===== src/rtl/if_fetch_queue.sv =====
// Instruction-fetch front end: owns the fetch PC, prefetches sequentially into a
// DEPTH-entry queue feeding ID, and redirects on trap or jump/branch.
//
// state | meaning
// RUN   | issuing sequential fetch requests while the queue has room
// HALT  | a fetch returned a bus error; wait for a redirect
module if_fetch_queue #(
    parameter int                ADDR_W   = 64,
    parameter int                DATA_W   = 64,
    parameter int                DEPTH    = 4,
    parameter logic [ADDR_W-1:0] RESET_PC = 'h8000_0000
) (
    input  logic                    clk,
    input  logic                    rst,
    input  logic                    trap_en_i,
    input  logic [ADDR_W-1:0]       trap_addr_i,
    input  logic                    jb_en_i,
    input  logic [ADDR_W-1:0]       jb_addr_i,
    input  logic                    dont_fetch_i,
    output logic                    if_valid_o,
    output logic [ADDR_W-1:0]       if_addr_o,
    output logic [1:0]              if_size_o,
    output logic                    if_req_o,
    input  logic                    if_ready_i,
    input  logic [DATA_W-1:0]       if_data_read_i,
    input  logic [1:0]              if_resp_i,
    output logic                    fetched_ok_o,
    output logic                    inst_valid_o,
    output logic [31:0]             inst_o,
    output logic [ADDR_W-1:0]       inst_addr_o,
    output logic                    inst_fault_o,
    input  logic                    id_ready_i,
    output logic [$clog2(DEPTH):0]  count_o
);

    localparam int         PW        = $clog2(DEPTH);
    localparam int         CW        = PW + 1;
    localparam logic [1:0] SIZE_WORD = 2'b10;
    localparam logic       REQ_READ  = 1'b0;

    typedef enum logic {RUN, HALT} state_e;

    state_e              state_q, state_d;
    logic [ADDR_W-1:0]   fpc_q, fpc_d;
    logic [PW-1:0]       wr_ptr_q, wr_ptr_d;
    logic [PW-1:0]       rd_ptr_q, rd_ptr_d;
    logic [CW-1:0]       count_q, count_d;
    logic [ADDR_W-1:0]   addr_mem_q [DEPTH];
    logic [ADDR_W-1:0]   addr_mem_d [DEPTH];
    logic [31:0]         inst_mem_q [DEPTH];
    logic [31:0]         inst_mem_d [DEPTH];
    logic [DEPTH-1:0]    fault_mem_q, fault_mem_d;

    logic                redirect;
    logic [ADDR_W-1:0]   redirect_pc;
    logic                handshake;
    logic                pop;
    logic                resp_err;
    logic [31:0]         fetch_inst;

    // A 64-bit beat carries two instructions; fpc[2] selects the half.
    generate
        if (DATA_W == 64) begin : g_sel64
            assign fetch_inst = fpc_q[2] ? if_data_read_i[63:32] : if_data_read_i[31:0];
        end else begin : g_sel32
            assign fetch_inst = if_data_read_i[31:0];
        end
    endgenerate

    assign redirect    = trap_en_i | jb_en_i;
    assign redirect_pc = trap_en_i ? trap_addr_i : jb_addr_i;
    assign resp_err    = (if_resp_i != 2'b00);

    // rst gates the request so nothing is issued while reset is held.
    assign if_valid_o   = rst & (state_q == RUN) & ~dont_fetch_i & ~redirect
                          & (count_q != CW'(DEPTH));
    assign handshake    = if_valid_o & if_ready_i;
    assign fetched_ok_o = handshake;
    assign if_addr_o    = fpc_q;
    assign if_size_o    = SIZE_WORD;
    assign if_req_o     = REQ_READ;

    assign inst_valid_o = (count_q != '0);
    assign pop          = inst_valid_o & id_ready_i;
    assign inst_o       = inst_mem_q[rd_ptr_q];
    assign inst_addr_o  = addr_mem_q[rd_ptr_q];
    assign inst_fault_o = inst_valid_o & fault_mem_q[rd_ptr_q];
    assign count_o      = count_q;

    always_comb begin
        state_d     = state_q;
        fpc_d       = fpc_q;
        wr_ptr_d    = wr_ptr_q;
        rd_ptr_d    = rd_ptr_q;
        count_d     = count_q;
        addr_mem_d  = addr_mem_q;
        inst_mem_d  = inst_mem_q;
        fault_mem_d = fault_mem_q;

        if (redirect) begin
            // Any pop this cycle is swallowed by the flush.
            state_d  = RUN;
            fpc_d    = redirect_pc;
            wr_ptr_d = '0;
            rd_ptr_d = '0;
            count_d  = '0;
        end else begin
            if (handshake) begin
                addr_mem_d[wr_ptr_q]  = fpc_q;
                inst_mem_d[wr_ptr_q]  = fetch_inst;
                fault_mem_d[wr_ptr_q] = resp_err;
                wr_ptr_d              = wr_ptr_q + PW'(1);
                fpc_d                 = fpc_q + ADDR_W'(4);
                if (resp_err) begin
                    state_d = HALT;
                end
            end
            if (pop) begin
                rd_ptr_d = rd_ptr_q + PW'(1);
            end
            case ({handshake, pop})
                2'b10:   count_d = count_q + CW'(1);
                2'b01:   count_d = count_q - CW'(1);
                default: count_d = count_q;
            endcase
        end
    end

    always_ff @(posedge clk) begin
        if (!rst) begin
            state_q  <= RUN;
            fpc_q    <= RESET_PC;
            wr_ptr_q <= '0;
            rd_ptr_q <= '0;
            count_q  <= '0;
        end else begin
            state_q  <= state_d;
            fpc_q    <= fpc_d;
            wr_ptr_q <= wr_ptr_d;
            rd_ptr_q <= rd_ptr_d;
            count_q  <= count_d;
        end
    end

    // Payload storage needs no reset: head outputs are qualified by count.
    always_ff @(posedge clk) begin
        addr_mem_q  <= addr_mem_d;
        inst_mem_q  <= inst_mem_d;
        fault_mem_q <= fault_mem_d;
    end

endmodule


===== config.mk =====
export PLATFORM = sky130hd
export DESIGN_NAME = if_fetch_queue
export DESIGN_NICKNAME = d
export VERILOG_FILES = /design/src/rtl/if_fetch_queue.sv
export SDC_FILE = /design/constraint.sdc
export NUM_CORES = 1
export LEC_CHECK = 0
export BUFFER_PORTS_ARGS = -buffer_cell sky130_fd_sc_hd__buf_4
export CAP_MARGIN = 20
export CORE_ASPECT_RATIO = 1.25
export CORE_UTILIZATION = 45
export CTS_CLUSTER_SIZE = 25
export DETAILED_ROUTE_END_ITERATION = 8
export PLACE_DENSITY = 0.73
export SETUP_SLACK_MARGIN = 0.15
export SLEW_MARGIN = 20
export SYNTH_ARGS = -nofsm -noshare
export SYNTH_HDL_FRONTEND = slang
export SYNTH_SLANG_ARGS = --single-unit

===== constraint.sdc =====
create_clock -name clk -period 6.27 [get_ports clk]
set_input_delay 1.881 -clock clk [delete_from_list [all_inputs] [get_ports clk]]
set_output_delay 1.881 -clock clk [all_outputs]
set_load 0.01 [all_outputs]

==> flow_summary.yaml <==
logic_synthesis:
  ys_types: 72
  yosysTopAreaCell: "edfxtp_1"
  synth_area_um2: 19480
  synthArstFlopShare_pct: 0
  synth_area_leaders: "edfxtp_1, mux4_2, dfxtp_1, mux2_2, a21oi_1"
  synth-seq-area-share_pct: 67.22
  synth-seq-cells: 460
  synth_top_area_share_pct: 59.82
  yosys_warnings: 0
  synth-main-ff-cell: "edfxtp_1"
  synth-edff-count: 388
  syn_inst: 1251
  syn_avg_cell_area_um2: 15.57
cts:
  cts_setup_buffers: 0
  htreeDepth: 2
  clkTransAtPathRegs_ns: 0.07
  insertion_delay_ns: 0.55
  cts_tree: "yes"
  numCtsBuffers: 44
  cts_resized: 0
  clk_root_buffer_cell: "clkbuf_16"
  cts_hold_buffers: 0
  cts.sinks: 460
  clock_path_buffers: 3
drt:
  drtAntennaViolNets: 0
  route.detailed.drc: 0
  vias: 13180
  vias_per_cell: 5.961
  drt-initial-drc-count: 1268
  post_drt_wl_per_cell_um: 24.73
  routed_wl_um: 54670
  first_pass_iters: 7
global_route:
  grt_max_degree: 51
  antenna_found_initial: 7
  grt_pass1_wl_um: 80000
  overflow: 0
  grt_pass1_vias: 13010
  grt_use_total_pct: 24.38
die:
  die_y_um: 234.6
  dieArea_um2: 44120
  core_area_um2: 42360
  design.portCount: 371
  initial_core_util_pct: 45.98
  die_w_um: 188.1
  rows: 84
power_and_ir_drop:
  finalPower_uw: 6492
  p_per_area_nw_per_um2: 266.5
  p_leak_uw: 0.008287
  ir_worst_vdd_v: 0.0002037
placed_design:
  dp_hpwl_um: 37000
  place.port_buffers: 367
  place_congestion: 0.8909
timing:
  slew_headroom_pct: 26.95
  period_share_pct: 83.10
  max_freq_ghz: 0.1919
  clock_skew_ns: 0.02327
  finalCriticalPeriod_ns: 5.210
  rsz0062_at_grt: "no"
  setup_tns_ns: 0
  hold_viol_final: 0
  worstMarginPinSlew_ns: 1.093
  setup_viol: 0
  slew_viol_final: 0
setup_path:
  worst_setup_path_start_kind: "input pin"
  critPathSlowestCell: "or3b_2"
  critPathArrivalTime_ns: 3.33
  critPathTopFamily: "simple AND/OR/NAND/NOR gates"
  path_max_fanout: 40
  path_cells: "buf_4 > or3b_2 > nor4_1 > buf_4"
  worst-path-buf-inv: 2
  critPathMaxStageDelay_ns: 0.74
  critPathKind: "in -> out"
  crit_path_end_kind: "output pin"
  required_ns: 4.39
  cpMostUsedCell: "buf_4"
layout:
  syn_to_final_growth_pct: 25.05
  layout.nets: 1821
  drive_gt1_share_pct: 37.33
  fin_util_pct: 57.50
  fillCellCount: 3324
min_path:
  hold_path.class: "reg -> reg"
status:
  status: "completed"
flow_run:
  maxCapViolCount: 0
state kept, by name, indices dropped and copies added, names as in the netlist:
register and flops:
addr_mem_q 256, count_o 3, fault_mem_q 4, if_addr_o 64, inst_mem_q 128, rd_ptr_q 2
state_q 1, wr_ptr_q 2
layer usage:
metal / up-vias / global-route usage [%] / routed length [um]
li1: 5805 / - / -
met1: 6550 / 31.40 / 21040
met2: 719 / 41.10 / 27280
met3: 106 / 3.548 / 4270
met4: 0 / 11.08 / 2070
met5: - / 0 / 0
cell type report:
type	count	area, um2	area share, %
clock buffer	63	1224	5.024
clock inverter	15	191.4	0.7860
inverter	18	67.56	0.2774
antenna	7	17.52	0.07192
sequential	460	13100	53.79
multi-input combinational	699	6038	24.79
tap	559	699.4	2.872
timing repair buffer	390	3015	12.38
report_power, final:
part           internal [uW]  switching [uW]
logic                    208             208
clock network           1530            1100
registers               3360            87.4
path summary, 6_finish.rpt:
| check | depth (start not counted) | start | endpoint | slack, ns |
|---|---|---|---|---|
| worst min register to register | 2 | wr_ptr_q[1]$_SDFFE_PP0P_ | wr_ptr_q[1]$_SDFFE_PP0P_ | 0.50 |
| worst min-delay path | 2 | wr_ptr_q[1]$_SDFFE_PP0P_ | wr_ptr_q[1]$_SDFFE_PP0P_ | 0.50 |
| worst max-delay path | 4 | jb_en_i | if_valid_o | 1.06 |
| worst max register to register | 6 | if_addr_o[7]$_SDFFE_PN0P_ | if_addr_o[55]$_SDFFE_PN0P_ | 3.18 |
cell usage in the layout (no fill, tap or decap), drive strengths merged, types with 43 or more instances in the layout:
| master | synthesis | final |
|---|---|---|
| a21oi | 65 | 65 |
| buf | 28 | 390 |
| clkbuf | 47 | 63 |
| dfxtp | 72 | 72 |
| edfxtp | 388 | 388 |
| mux4 | 97 | 97 |
| nand2 | 67 | 67 |
| nand3 | 43 | 43 |
| nor2 | 51 | 51 |
| o21ai | 56 | 56 |
tightest hold or removal path: stages, from the launching register on:
cell,delay (ns)
dfxtp_1,0.34
nand2_1,0.06
a21oi_1,0.05
kinds of logic (layout without fill, tap and decap cells):
| kind of cell | count (synthesis) | after routing | share of synthesized area, % |
|---|---|---|---|
| DFF | 460 | 460 | 67.22 |
| and+or+nand+nor | 288 | 288 | 7.857 |
| AOI/OAI and AO/OA | 255 | 255 | 8.647 |
| other | 2 | 10 | 0.03856 |
| muxes | 132 | 132 | 13.22 |
| buffers and inverters | 93 | 486 | 1.895 |
| adders and majority gates | 7 | 7 | 0.4882 |
| xor gates and xnor gates | 14 | 14 | 0.6296 |
per-stage QoR:
| step | instances | setup WS (ns) | instance area, um2 | hold WS (ns) |
|---|---|---|---|---|
| after floorplan | 1252 | 0.4895 | 19480 | 0.4595 |
| after detailed placement | 2125 | 1.083 | 22900 | 0.4941 |
| after global placement | 2125 | 1.065 | 22900 | 0.4758 |
| after CTS | 2203 | 1.077 | 24320 | 0.5031 |
| final | 2211 | 1.060 | 24350 | 0.5042 |
| after global routing | 2211 | 0.9568 | 24350 | 0.5398 |
Yosys cell counts (8+ instances only):
library cell,n
mux2_2,32
nand4_1,25
a22oi_1,31
a31oi_1,12
inv_1,16
nor2_1,50
dfxtp_1,72
or3_1,10
a211oi_1,11
o21ai_0,52
nor2b_1,11
clkbuf_1,47
o211ai_1,9
and2_1,8
o21a_1,11
edfxtp_1,388
nor3_1,25
mux4_2,97
buf_1,18
a21oi_1,65
nand2_1,67
o221a_2,8
o31ai_1,12
nor4_1,11
nand3_1,42
No activity file was read; power rests on OpenSTA's default activity.
